==> src/rtl/clb_tile_cfg_loader.sv <==
// Per-tile config loader: checks framed stream, assembles conf_out, forwards stream.
// Optional readback port enabled by `CFG_LOADER_READBACK_EN.
module clb_tile_cfg_loader #(
  parameter int          WORD    = 32,
  parameter int          CONF_W  = 256,
  parameter logic [15:0] TILE_ID = 16'h0000
) (
  input  logic              clk,
  input  logic              rst,
  input  logic              in_valid,
  output logic              in_ready,
  input  logic [WORD-1:0]   in_data,
  output logic              fwd_valid,
  input  logic              fwd_ready,
  output logic [WORD-1:0]   fwd_data,
  output logic [CONF_W-1:0] conf_out,
  output logic              cset,
  output logic              busy,
  output logic              err_hdr,
  output logic              err_chk
`ifdef CFG_LOADER_READBACK_EN
  ,
  input  logic              rb_req,
  output logic              rb_valid,
  output logic [WORD-1:0]   rb_data
`endif
);

  localparam int NWORDS = (CONF_W + WORD - 1) / WORD;
  localparam int LW     = WORD - 24;
  localparam int NB     = $clog2(NWORDS + 1);
  localparam int CW     = (LW + 1 > NB) ? LW + 1 : NB;
  localparam int SW     = NWORDS * WORD;

  typedef enum logic [2:0] {
    IDLE, LOAD, CHECK, SKIP, COMMIT, RDBK
  } state_t;

  state_t          state, state_n;
  logic [CW-1:0]   cnt, cnt_n;
  logic [WORD-1:0] sum, sum_n;
  logic [SW-1:0]   shadow;

  logic          acc, hold, rb_start;
  logic          ld_wr, set_hdr, set_chk, commit;
  logic          hdr_ok, id_ok, len_ok;
  logic [LW-1:0] hdr_len;
  logic [15:0]   hdr_id;

`ifdef CFG_LOADER_READBACK_EN
  assign rb_start = rb_req && (state == IDLE);
`else
  assign rb_start = 1'b0;
`endif

  // Stream is frozen while committing or reading back.
  assign hold      = (state == COMMIT) || (state == RDBK) || rb_start;
  assign in_ready  = fwd_ready && !hold;
  assign fwd_valid = in_valid && !hold;
  assign fwd_data  = in_data;
  assign acc       = in_valid && in_ready;
  assign busy      = (state != IDLE);

  assign hdr_ok  = (in_data[7:0] == 8'hC5);
  assign hdr_id  = in_data[23:8];
  assign hdr_len = in_data[WORD-1:24];
  assign id_ok   = (hdr_id == TILE_ID);
  assign len_ok  = (CW'(hdr_len) == CW'(NWORDS));

  always_ff @(posedge clk) begin
    if (rst) state <= IDLE;
    else     state <= state_n;
  end

  always_comb begin
    state_n = state;
    cnt_n   = cnt;
    sum_n   = sum;
    ld_wr   = 1'b0;
    set_hdr = 1'b0;
    set_chk = 1'b0;
    commit  = 1'b0;
    unique case (state)
      IDLE: begin
        if (rb_start) begin
          state_n = RDBK;
          cnt_n   = '0;
        end else if (acc && hdr_ok) begin
          if (id_ok && len_ok) begin
            state_n = LOAD;
            cnt_n   = '0;
            sum_n   = '0;
          end else begin
            state_n = SKIP;
            cnt_n   = CW'(hdr_len) + CW'(1);
            set_hdr = id_ok;
          end
        end
      end
      LOAD: begin
        if (acc) begin
          ld_wr = 1'b1;
          sum_n = sum ^ in_data;
          cnt_n = cnt + CW'(1);
          if (cnt == CW'(NWORDS - 1)) state_n = CHECK;
        end
      end
      CHECK: begin
        if (acc) begin
          if (in_data == sum) begin
            state_n = COMMIT;
          end else begin
            state_n = IDLE;
            set_chk = 1'b1;
          end
        end
      end
      SKIP: begin
        if (acc) begin
          cnt_n = cnt - CW'(1);
          if (cnt_n == '0) state_n = IDLE;
        end
      end
      COMMIT: begin
        commit  = 1'b1;
        state_n = IDLE;
      end
      RDBK: begin
        cnt_n = cnt + CW'(1);
        if (cnt == CW'(NWORDS - 1)) state_n = IDLE;
      end
      default: state_n = IDLE;
    endcase
  end

  always_ff @(posedge clk) begin
    if (rst) begin
      cnt      <= '0;
      sum      <= '0;
      shadow   <= '0;
      conf_out <= '0;
      cset     <= 1'b0;
      err_hdr  <= 1'b0;
      err_chk  <= 1'b0;
    end else begin
      cnt  <= cnt_n;
      sum  <= sum_n;
      cset <= commit;
      if (set_hdr) err_hdr <= 1'b1;
      if (set_chk) err_chk <= 1'b1;
      if (commit)  conf_out <= shadow[CONF_W-1:0];
      for (int k = 0; k < NWORDS; k++) begin
        if (ld_wr && cnt == CW'(k))
          shadow[k*WORD +: WORD] <= in_data;
      end
    end
  end

`ifdef CFG_LOADER_READBACK_EN
  logic [SW-1:0] padded;

  assign padded   = SW'(conf_out);
  assign rb_valid = (state == RDBK);

  always_comb begin
    rb_data = '0;
    for (int k = 0; k < NWORDS; k++) begin
      if (cnt == CW'(k)) rb_data = padded[k*WORD +: WORD];
    end
  end
`endif

endmodule

==> config.mk <==
export PLATFORM = sky130hd
export DESIGN_NAME = clb_tile_cfg_loader
export DESIGN_NICKNAME = d
export VERILOG_FILES = /design/src/rtl/clb_tile_cfg_loader.sv
export SDC_FILE = /design/constraint.sdc
export NUM_CORES = 1
export LEC_CHECK = 0
export ABC_AREA = 1
export BUFFER_PORTS_ARGS = -buffer_cell sky130_fd_sc_hd__buf_2
export CAP_MARGIN = 10
export CORE_MARGIN = 3
export CORE_UTILIZATION = 51
export DETAILED_ROUTE_END_ITERATION = 7
export GPL_TIMING_DRIVEN = 0
export PLACE_DENSITY = 0.88
export SETUP_SLACK_MARGIN = 0.1
export SLEW_MARGIN = 15
export SYNTH_ARGS = -nofsm -noshare
export SYNTH_HDL_FRONTEND = slang
export SYNTH_SLANG_ARGS = --single-unit
==> constraint.sdc <==
create_clock -name clk -period 1.83 [get_ports clk]
set_clock_uncertainty 0.15 [all_clocks]
set_input_delay 0.366 -clock clk [delete_from_list [all_inputs] [get_ports clk]]
set_output_delay 0.366 -clock clk [all_outputs]
set_load 0.02 [all_outputs]
---- Yosys cells after proc, flatten, opt, wreduce, memory -nomap -nowiden ----
Index checks and enable logic that the tools add are counted.
cells by class
  $add $sub $neg .......................... 3
  equality and inequality tests ........... 23
  muxes and demuxes ....................... 28
  bitwise operators ....................... 1
  reduce and logical (&&, ||, !) cells .... 25
operator list
  operator               number
  $mux W32               3
  $pmux W32 S2           1
  $eq A9 B3 Y1 const B   4
  $mux W9                4
  $pmux W9 S4            1
  $eq A32 B32 Y1         1
  $xor A32 B32 Y32       1
  $mux W3                8
  $eq A9 B2 Y1 const B   2
  $logic_not A9 Y1       2
  $logic_not A16 Y1      1
  $pmux W3 S5            1
  $ne A2 B2 Y1 const B   7
  $logic_and A1 B1 Y1    13
  $add A8 B1 Y9 const B  1
  $add A9 B1 Y9 const B  1
  $eq A9 B1 Y1 const B   1
  $mux W1                9
  $sub A9 B1 Y9 const B  1
  $eq A8 B4 Y1 const B   1
  $eq A8 B8 Y1 const B   1
  $reduce_and A4 Y1      2
  $reduce_and A7 Y1      1
  $eq A3 B2 Y1 const B   2
  other kinds (10)       11
word-level totals
  register bits ........................... 559
  logic and storage cells ................. 95

---- Longest topological paths before layout ----
Gate-level depths: netlist (run 1).
  word-level depth ........................ 8
  gate-level depth with buffers ........... 13
  mapped depth without buffers ............ 13

---- Worst setup path before layout (run 1) ----
OpenSTA, ideal clock, no wires.
  path kind ............................... input to register
  from .................................... in in_data[24]
  to ...................................... reg sum[26]
  arrival ................................. 1.737 ns
  required time ........................... 1.610 ns
  path slack .............................. -0.128 ns
  cell stages on the path ................. 11
  buffers on the path ..................... 2
  cells stage by stage .................... clkbuf_1 -> inv_1 -> ha_1 -> nand2_1 -> nor2_1 -> nand3_1 -> nor2_1 -> nand3_1 -> clkbuf_1 -> nand3_1 -> a21oi_1
on the way
  word-level cells in the longest chain between the ends .. 4
ends and longest elaborated chain
  what                         RTL line  text
  start, declared              12        input logic [WORD-1:0] in_data,
  $eq A8 B4 Y1                 68        assign len_ok = (CW'(hdr_len) == CW'(NWORDS));
  $logic_and A1 B1 Y1          89        if (id_ok && len_ok) begin
  $ne A2 B2 Y1 (no line)       -
  $reduce_and A4 Y1 (no line)  -
  end signal, assigned         147       sum <= sum_n;
  end, declared                41        logic [WORD-1:0] sum, sum_n;
Every way passes these cells.
A chain may end at the register's enable or synchronous reset.

---- Final worst setup path (run 1) ----
  from .................................... reg state[1]
  to ...................................... reg shadow[181]
on the way
  word-level cells in the longest chain between the ends .. 8
  elaborated cells on any way between the ends .. 10
ends and longest elaborated chain
  what                           RTL line  text
  start, declared                39        state_t state, state_n;
  start signal, assigned         72        else state <= state_n;
  $eq A3 B3 Y1                   57        assign hold = (state == COMMIT) || (state == RDBK) || rb_start;
  $logic_or A1 B1 Y1             57
  $logic_not A1 Y1               58        assign in_ready = fwd_ready && !hold;
  $logic_and A1 B1 Y1            58
  $logic_and A1 B1 Y1            61        assign acc = in_valid && in_ready;
  $mux W1                        101       if (acc) begin
  $mux W1 *                      83        unique case (state)
  $logic_and A1 B1 Y1 *          153       if (ld_wr && cnt == CW'(k))
  end signal, assigned by index  154       shadow[k*WORD +: WORD] <= in_data;
  end, declared                  42        logic [SW-1:0] shadow;
Mark *: on every way between the ends. The rest lies on a longest branch, timed or not.

==> metrics.csv, run 1 <==
metric,value,unit
status,"finished, violations left",
failing checks,"hold timing, setup timing",
Num CTS Buffers,53,
"Buf+Inv Stages, Crit Path",4,
Final Setup Violations,300,
final setup TNS,-33.59,ns
Critical Path AT,2.43,ns
Power Dens Cells,1375,nW/um^2
post-synthesis cell area,20790,sq um
post-synthesis cell type count,36,
syn nets,2678,
post-synth top area cell,dfxtp_1,
leakage power total,12.02,nW
"Design Area, Final",29890,sq um
First-pass DRT Iterations,8,
"CTS clk-pin slew, worst paths",0.07,ns
Syn Area/Cell,7.890,sq um
critical path capture point type,flop,
via count,22300,
clk_lat worst skew,0.62,ns
die area,43220,sq um
CP Class,flop to flop,
Final ANT Viol Nets,0,
Starting DRT DRC Count,2856,
grt total ovfl,0,
Sinks on Clock Net,559,
largest net degree at the start of global routing,17,
crit-path cells,inv_1 -> nand2_2 -> nor2_4 -> nand2_8 -> clkinv_8 -> buf_12 -> nand4_4 -> buf_6 -> o21ai_2 -> a21oi_1,
fmax,0.4801,GHz
Tcrit/Tclk final,1.138,
Core Footprint,40010,sq um
unrepaired setup endpoints after global routing,yes,
initial antenna violation count,1,
Hold Path Class,input port to flop,
worst hold margin,-0.009955,ns
share of layout cells above drive strength 1,0.3871,
htree depth,2,
max cap viols,0,
placed wire-length estimate,45840,microns
worst slew pin tran,1.379,ns
DRC viols,0,
via/cell ratio,6.063,
Post-Syn Instances,2635,
Die Wd,207.9,microns
CP Data Required Time,2.18,ns
Yosys warnings,0,
maximum vdd drop,0.001074,V
Area contributors post-synth,"dfxtp_1, o21ai_0, nor2_1, a21oi_1, clkbuf_1",
"EDFF count, synth",0,
gr usage total,0.3412,
Final Max Tran Viols,0,
Yosys reg bits,559,
Starting Density,0.5197,
"Seq/Total Area, Yosys",0.5383,
# hold bufs at CTS,0,
row count,73,
CTS root buf,clkbuf_16,
clock buffer depth,3,
Port Buf Inserts,301,
vias in the first global route,20370,
startpoint types,flop,
post-placement cell area,23270,sq um
Fill cells,2484,
Final Hold Violating Endpoints,1,
antenna fix cells,0,
Design Power,41.11,mW
Nets,3153,
async set-reset flop share out of synthesis,0,
Slew headroom,0.08069,
first-pass GRT wire length,116500,microns
CP Max Fanout,8,
final worst setup slack,-0.2529,ns
Slowest cell on crit path,dfxtp_4,
top-area cell type share of the netlist area,0.5383,
drt wl/cell,23.66,microns
GP Congestion,0.9437,
CTS tree,done,
ys flop type,dfxtp_1,
synthesis-to-layout area growth,43.78,%
post-layout util,0.7472,
Routed WL,87010,microns
die height,207.9,microns
I/O pins,330,
Top Family by Delay on Critical Path,simple AND/OR/NAND/NOR gates,
max incr delay on CP,0.37,ns
Final min period,2.083,ns
metrics by stage:
stage	setup slack, ns	instances
2_1_floorplan	0.02115	2635
3_3_place_gp	-1.269	3461
3_5_place_dp	-1.273	3461
4_1_cts	-0.1127	3650
5_1_grt	-0.2712	3677
6_report	-0.2529	3677
area by class of cell:
class / count / area, sq um / share of cell area
Buffer: 243 / 1937 / 0.06479
Timing Repair Buffer: 414 / 3013 / 0.1008
Sequential cell: 559 / 11210 / 0.3752
Tap cell: 525 / 656.9 / 0.02197
Clock buffer: 72 / 1560 / 0.05220
Clock inverter: 25 / 287.8 / 0.009627
Inverter: 137 / 596.8 / 0.01997
Multi-Input combinational cell: 1702 / 10630 / 0.3555
registers in the layout, summed over array words and instances (netlist names):
signal	cells
shadow	256
cnt	9
cset	1
err_hdr	1
state	3
conf_out	256
sum	32
err_chk	1
routing by layer:
layer | GRT usage | vias to the layer above | wire (microns)
li1 | - | 9591 | -
met1 | 0.4293 | 10480 | 31200
met2 | 0.5407 | 1686 | 38710
met3 | 0.07901 | 533 | 9979
met4 | 0.1951 | 2 | 7107
met5 | 0 | - | 8
cell usage after synthesis, types with 6 or more instances:
library cell,n
a211oi_1,18
o21ai_1,23
xor2_1,16
nand2_1,122
nor3_1,10
nand3_1,93
nor2_1,608
clkbuf_1,170
nand4_1,6
inv_1,130
or2_2,22
buf_4,38
ha_1,7
o21ai_0,456
inv_2,6
a21oi_1,273
xnor2_1,22
dfxtp_1,559
buf_2,25
worst min-delay path, delay by kind of cell:
family	cells	cell delay (ns)
simple gates	1	0.10
buf+inv	1	0.19
compound gates	1	0.04
where the power goes:
group / switching, mW / internal, mW
Clock: 5.10 / 6.72
Combinational: 9.44 / 4.76
Sequential: 1.16 / 13.9
timing repair:
| action | CTS | global route |
|---|---|---|
| hold endpoints to repair | 0 | 0 |
| gates resized for setup | 549 | 618 |
| setup endpoints to repair | 561 | 549 |
| buffers inserted | 55 | 18 |
| gates cloned | 37 | 11 |
| pin swaps | 51 | 118 |
path summary, 6_finish.rpt:
check / from / endpoint / slack, ns / cells past startpoint
worst max-delay path: state[1] / shadow[181] / -0.25 / 10
worst min-delay path: in_data[27] / shadow[123] / -0.01 / 3
worst max register to register: state[1] / shadow[181] / -0.25 / 10
worst min register to register: shadow[200] / shadow[200] / 0.31 / 2
cell usage in the layout (no fill, tap or decap), types with 14 or more instances in the layout:
cell type,count
a21oi_2,91
nand3_2,51
nand2_2,20
xor2_1,16
clkbuf_4,14
or2_4,14
nand3_1,30
o21ai_2,99
buf_2,318
buf_6,37
clkbuf_2,61
xnor2_1,22
buf_4,80
nor2_4,90
nor2_2,28
nand2_4,15
dfxtp_1,550
clkbuf_16,68
a21oi_1,179
nand2_1,86
clkbuf_8,24
nor2_1,497
inv_1,117
o21ai_4,24
buf_12,25
buf_8,42
a211oi_2,16
o21ai_0,289
o21ai_1,67
clkbuf_1,55
kinds of logic (layout without fill, tap and decap cells):
kind of cell             Yosys count  count (layout)  synth area share
AND/OR/NAND/NOR                  876             882            0.1737
AO/OA/AOI/OAI                    775             775            0.1893
flip-flops                       559             559            0.5383
buffers and inverters            380             891           0.07848
XOR/XNOR                          38              38           0.01601
adder cells (fa/ha/maj)            7               7          0.004213
No activity file was read; power rests on OpenSTA's default activity.
==> inputs of run 2 (changes only) <==
--- a/config.mk
+++ b/config.mk
@@ -7,12 +7,12 @@
 export LEC_CHECK = 0
 export ABC_AREA = 1
 export BUFFER_PORTS_ARGS = -buffer_cell sky130_fd_sc_hd__buf_2
-export CAP_MARGIN = 10
 export CORE_MARGIN = 3
-export CORE_UTILIZATION = 51
+export CORE_UTILIZATION = 49
 export DETAILED_ROUTE_END_ITERATION = 7
 export GPL_TIMING_DRIVEN = 0
-export PLACE_DENSITY = 0.88
+export MAX_ROUTING_LAYER = met4
+export PLACE_DENSITY = 0.85
 export SETUP_SLACK_MARGIN = 0.1
 export SLEW_MARGIN = 15
 export SYNTH_ARGS = -nofsm -noshare
==> run 2 against run 1 <==
Against the previous run:
- the flow finishes with violations (setup timing)
- fmax rose by 1.5%
- critical endpoint is now shadow[155]
- cell area about the same
- largest cell class unchanged
- sequential power hardly changed
- critical path type unchanged
- largest power group unchanged
- via count down 2.2%
==> metrics.csv, run 2 (synthesis gave the netlist of run 1 again) <==
metric,value,unit,change
status,"finished, violations left",,
failing checks,setup timing,,
via count,21800,,-2.2%
leakage power total,11.96,nW,-0.45%
gr usage total,0.3341,,-0.007082
Power Dens Cells,1395,nW/um^2,+1.5%
antenna fix cells,0,,unchanged
I/O pins,330,,unchanged
initial antenna violation count,0,,-1
critical path capture point type,flop,,
share of layout cells above drive strength 1,0.3891,,+0.002044
clock buffer depth,3,,unchanged
startpoint types,flop,,
"CTS clk-pin slew, worst paths",0.07,ns,about the same
Final Max Tran Viols,0,,unchanged
"most common cell after layout, fill and taps aside",dfxtp_1,,
Port Buf Inserts,301,,unchanged
worst slew pin tran,1.417,ns,+0.03826 ns
max cap viols,0,,unchanged
Largest regs,"conf_out x256, shadow x256, sum x32",,
Sinks on Clock Net,559,,unchanged
CP Max Fanout,7,,-1
CP Class,flop to flop,,
Nets,3154,,+0.032%
row count,74,,+1.4%
Starting DRT DRC Count,2588,,-9.4%
most frequent cells in the layout,"dfxtp_1, nor2_1, buf_2, o21ai_0, a21oi_1",,
Clock power frac,0.297,,+0.010
vias in the first global route,19250,,-5.5%
Critical Path AT,2.40,ns,-0.03 ns
crit-path cells,inv_4 -> nor2_4 -> nor2_4 -> nand2_4 -> inv_4 -> nand2_4 -> inv_8 -> buf_12 -> buf_6 -> nand4_4 -> buf_8 -> o21ai_2 -> a21oi_2,,
final worst setup slack,-0.2219,ns,+0.03100 ns
Fill cells,2712,,+9.2%
Die Wd,212.0,microns,+2.0%
grt total ovfl,0,,unchanged
Tcrit/Tclk final,1.121,,-0.01694
CTS root buf,clkbuf_16,,
sw power,15.61,mW,-0.60%
Hold Path Class,input port to flop,,
Design Power,41.71,mW,+1.5%
fmax,0.4873,GHz,+1.5%
Logic pwr share,0.341,,-0.004
Switching Fraction,0.3742,,-0.007725
Core Footprint,41390,sq um,+3.5%
post-placement setup slack,-1.515,ns,-0.2419 ns
First-pass DRT Iterations,6,,-2
Final min period,2.052,ns,-0.03100 ns
die area,44940,sq um,+4.0%
Reg power frac,0.362,,-0.005
Slowest cell on crit path,dfxtp_4,,
Num CTS Buffers,55,,+3.8%
internal power,26.10,mW,+2.7%
Final Setup Violations,281,,-6.3%
drt wl/cell,22.98,microns,-2.9%
GP Congestion,0.9477,,+0.42%
Final Hold Violating Endpoints,0,,-1
maximum vdd drop,0.001041,V,-3.0%
unrepaired setup endpoints after global routing,yes,,
Starting Density,0.5023,,-0.01734
max incr delay on CP,0.37,ns,about the same
first-pass GRT wire length,112000,microns,-3.9%
CTS tree,done,,
Routed WL,84740,microns,-2.6%
htree depth,2,,unchanged
CP Data Required Time,2.18,ns,about the same
placed wire-length estimate,46200,microns,+0.78%
Reg area,11220,sq um,about the same
synthesis-to-layout area growth,43.77,%,about the same
clk_lat worst skew,0.61,ns,about the same
die height,212.0,microns,+2.0%
via/cell ratio,5.911,,-2.5%
Final ANT Viol Nets,0,,unchanged
DRC viols,0,,unchanged
largest net degree at the start of global routing,15,,-2
Slew headroom,0.05518,,-0.02551
area occupied by multi-input gates,10650,sq um,+0.19%
==> run 2: per-layer routing <==
metal | track usage | wire, microns | up-vias
li1 | - | - | 9596
met3 | 0.06212 | 9155 | 418
met1 | 0.4258 | 31480 | 10320
met2 | 0.5109 | 38470 | 1464
met4 | 0.1691 | 5639 | 0
met5 | - | 0 | -
==> run 2: worst max-delay path, delay by kind of cell, from the launching register on <==
kind	cells	cell delay, ns
simple gates	5	0.48
buf+inv	6	0.72
flops	1	0.37
compound gates	2	0.18
==> run 2: path summary, 6_finish.rpt <==
kind                                  start       endpoint  slack [ns]  depth (start not counted)
worst max-delay path               state[2]    shadow[155]       -0.22                         13
worst min-delay path            in_data[27]    shadow[219]        0.02                          3
worst max register to register     state[2]    shadow[155]       -0.22                         13
worst min register to register  shadow[220]  conf_out[220]        0.31                          2
==> run 2: area by class of cell <==
cell class / count / area share
well taps: 532 / 0.02227
flip-flops and latches: 559 / 0.3754
plain buffers: 242 / 0.06363
multi-input cells: 1702 / 0.3562
inverters: 137 / 0.02005
clock inverters: 21 / 0.01059
clock buffers: 81 / 0.05475
repair buffers: 414 / 0.09716
==> run 2: per-stage QoR <==
step | instance area, sq um | hold WS [ns] | util | TNS [ns] | std cells
detailed placement | 23320 | 0.2971 | 0.5634 | -449.93 | 3470
floorplan | 21110 | 0.2797 | - | 0 | 2635
CTS | 27590 | 0.01479 | 0.6666 | -13.07 | 3656
global placement | 23280 | 0.2901 | 0.5625 | -437.00 | 3468
finish | 29890 | 0.01648 | 0.7222 | -30.82 | 3688
global route | 29890 | 0.03800 | 0.7222 | -42.96 | 3688
==> run 2: power by group through the flow <==
stage               sequential, mW  clock (mW)  combinational [mW]
floorplan                     16.8           0                5.40
global placement              15.1           0                10.6
detailed placement            15.1           0                10.7
CTS                           15.0        12.2                12.5
global route                  15.2        12.8                15.2
finish                        15.1        12.4                14.2
==> run 2: timing repair <==
| item | 4_1_cts | 5_1_grt |
|---|---|---|
| resized for setup | 533 | 656 |
| cloned | 29 | 13 |
| endpoints found under the setup margin | 561 | 529 |
| endpoints found under the hold margin | 1 | 0 |
| pin swaps | 49 | 100 |
| setup buffers | 54 | 22 |
| hold buffers | 1 | 0 |
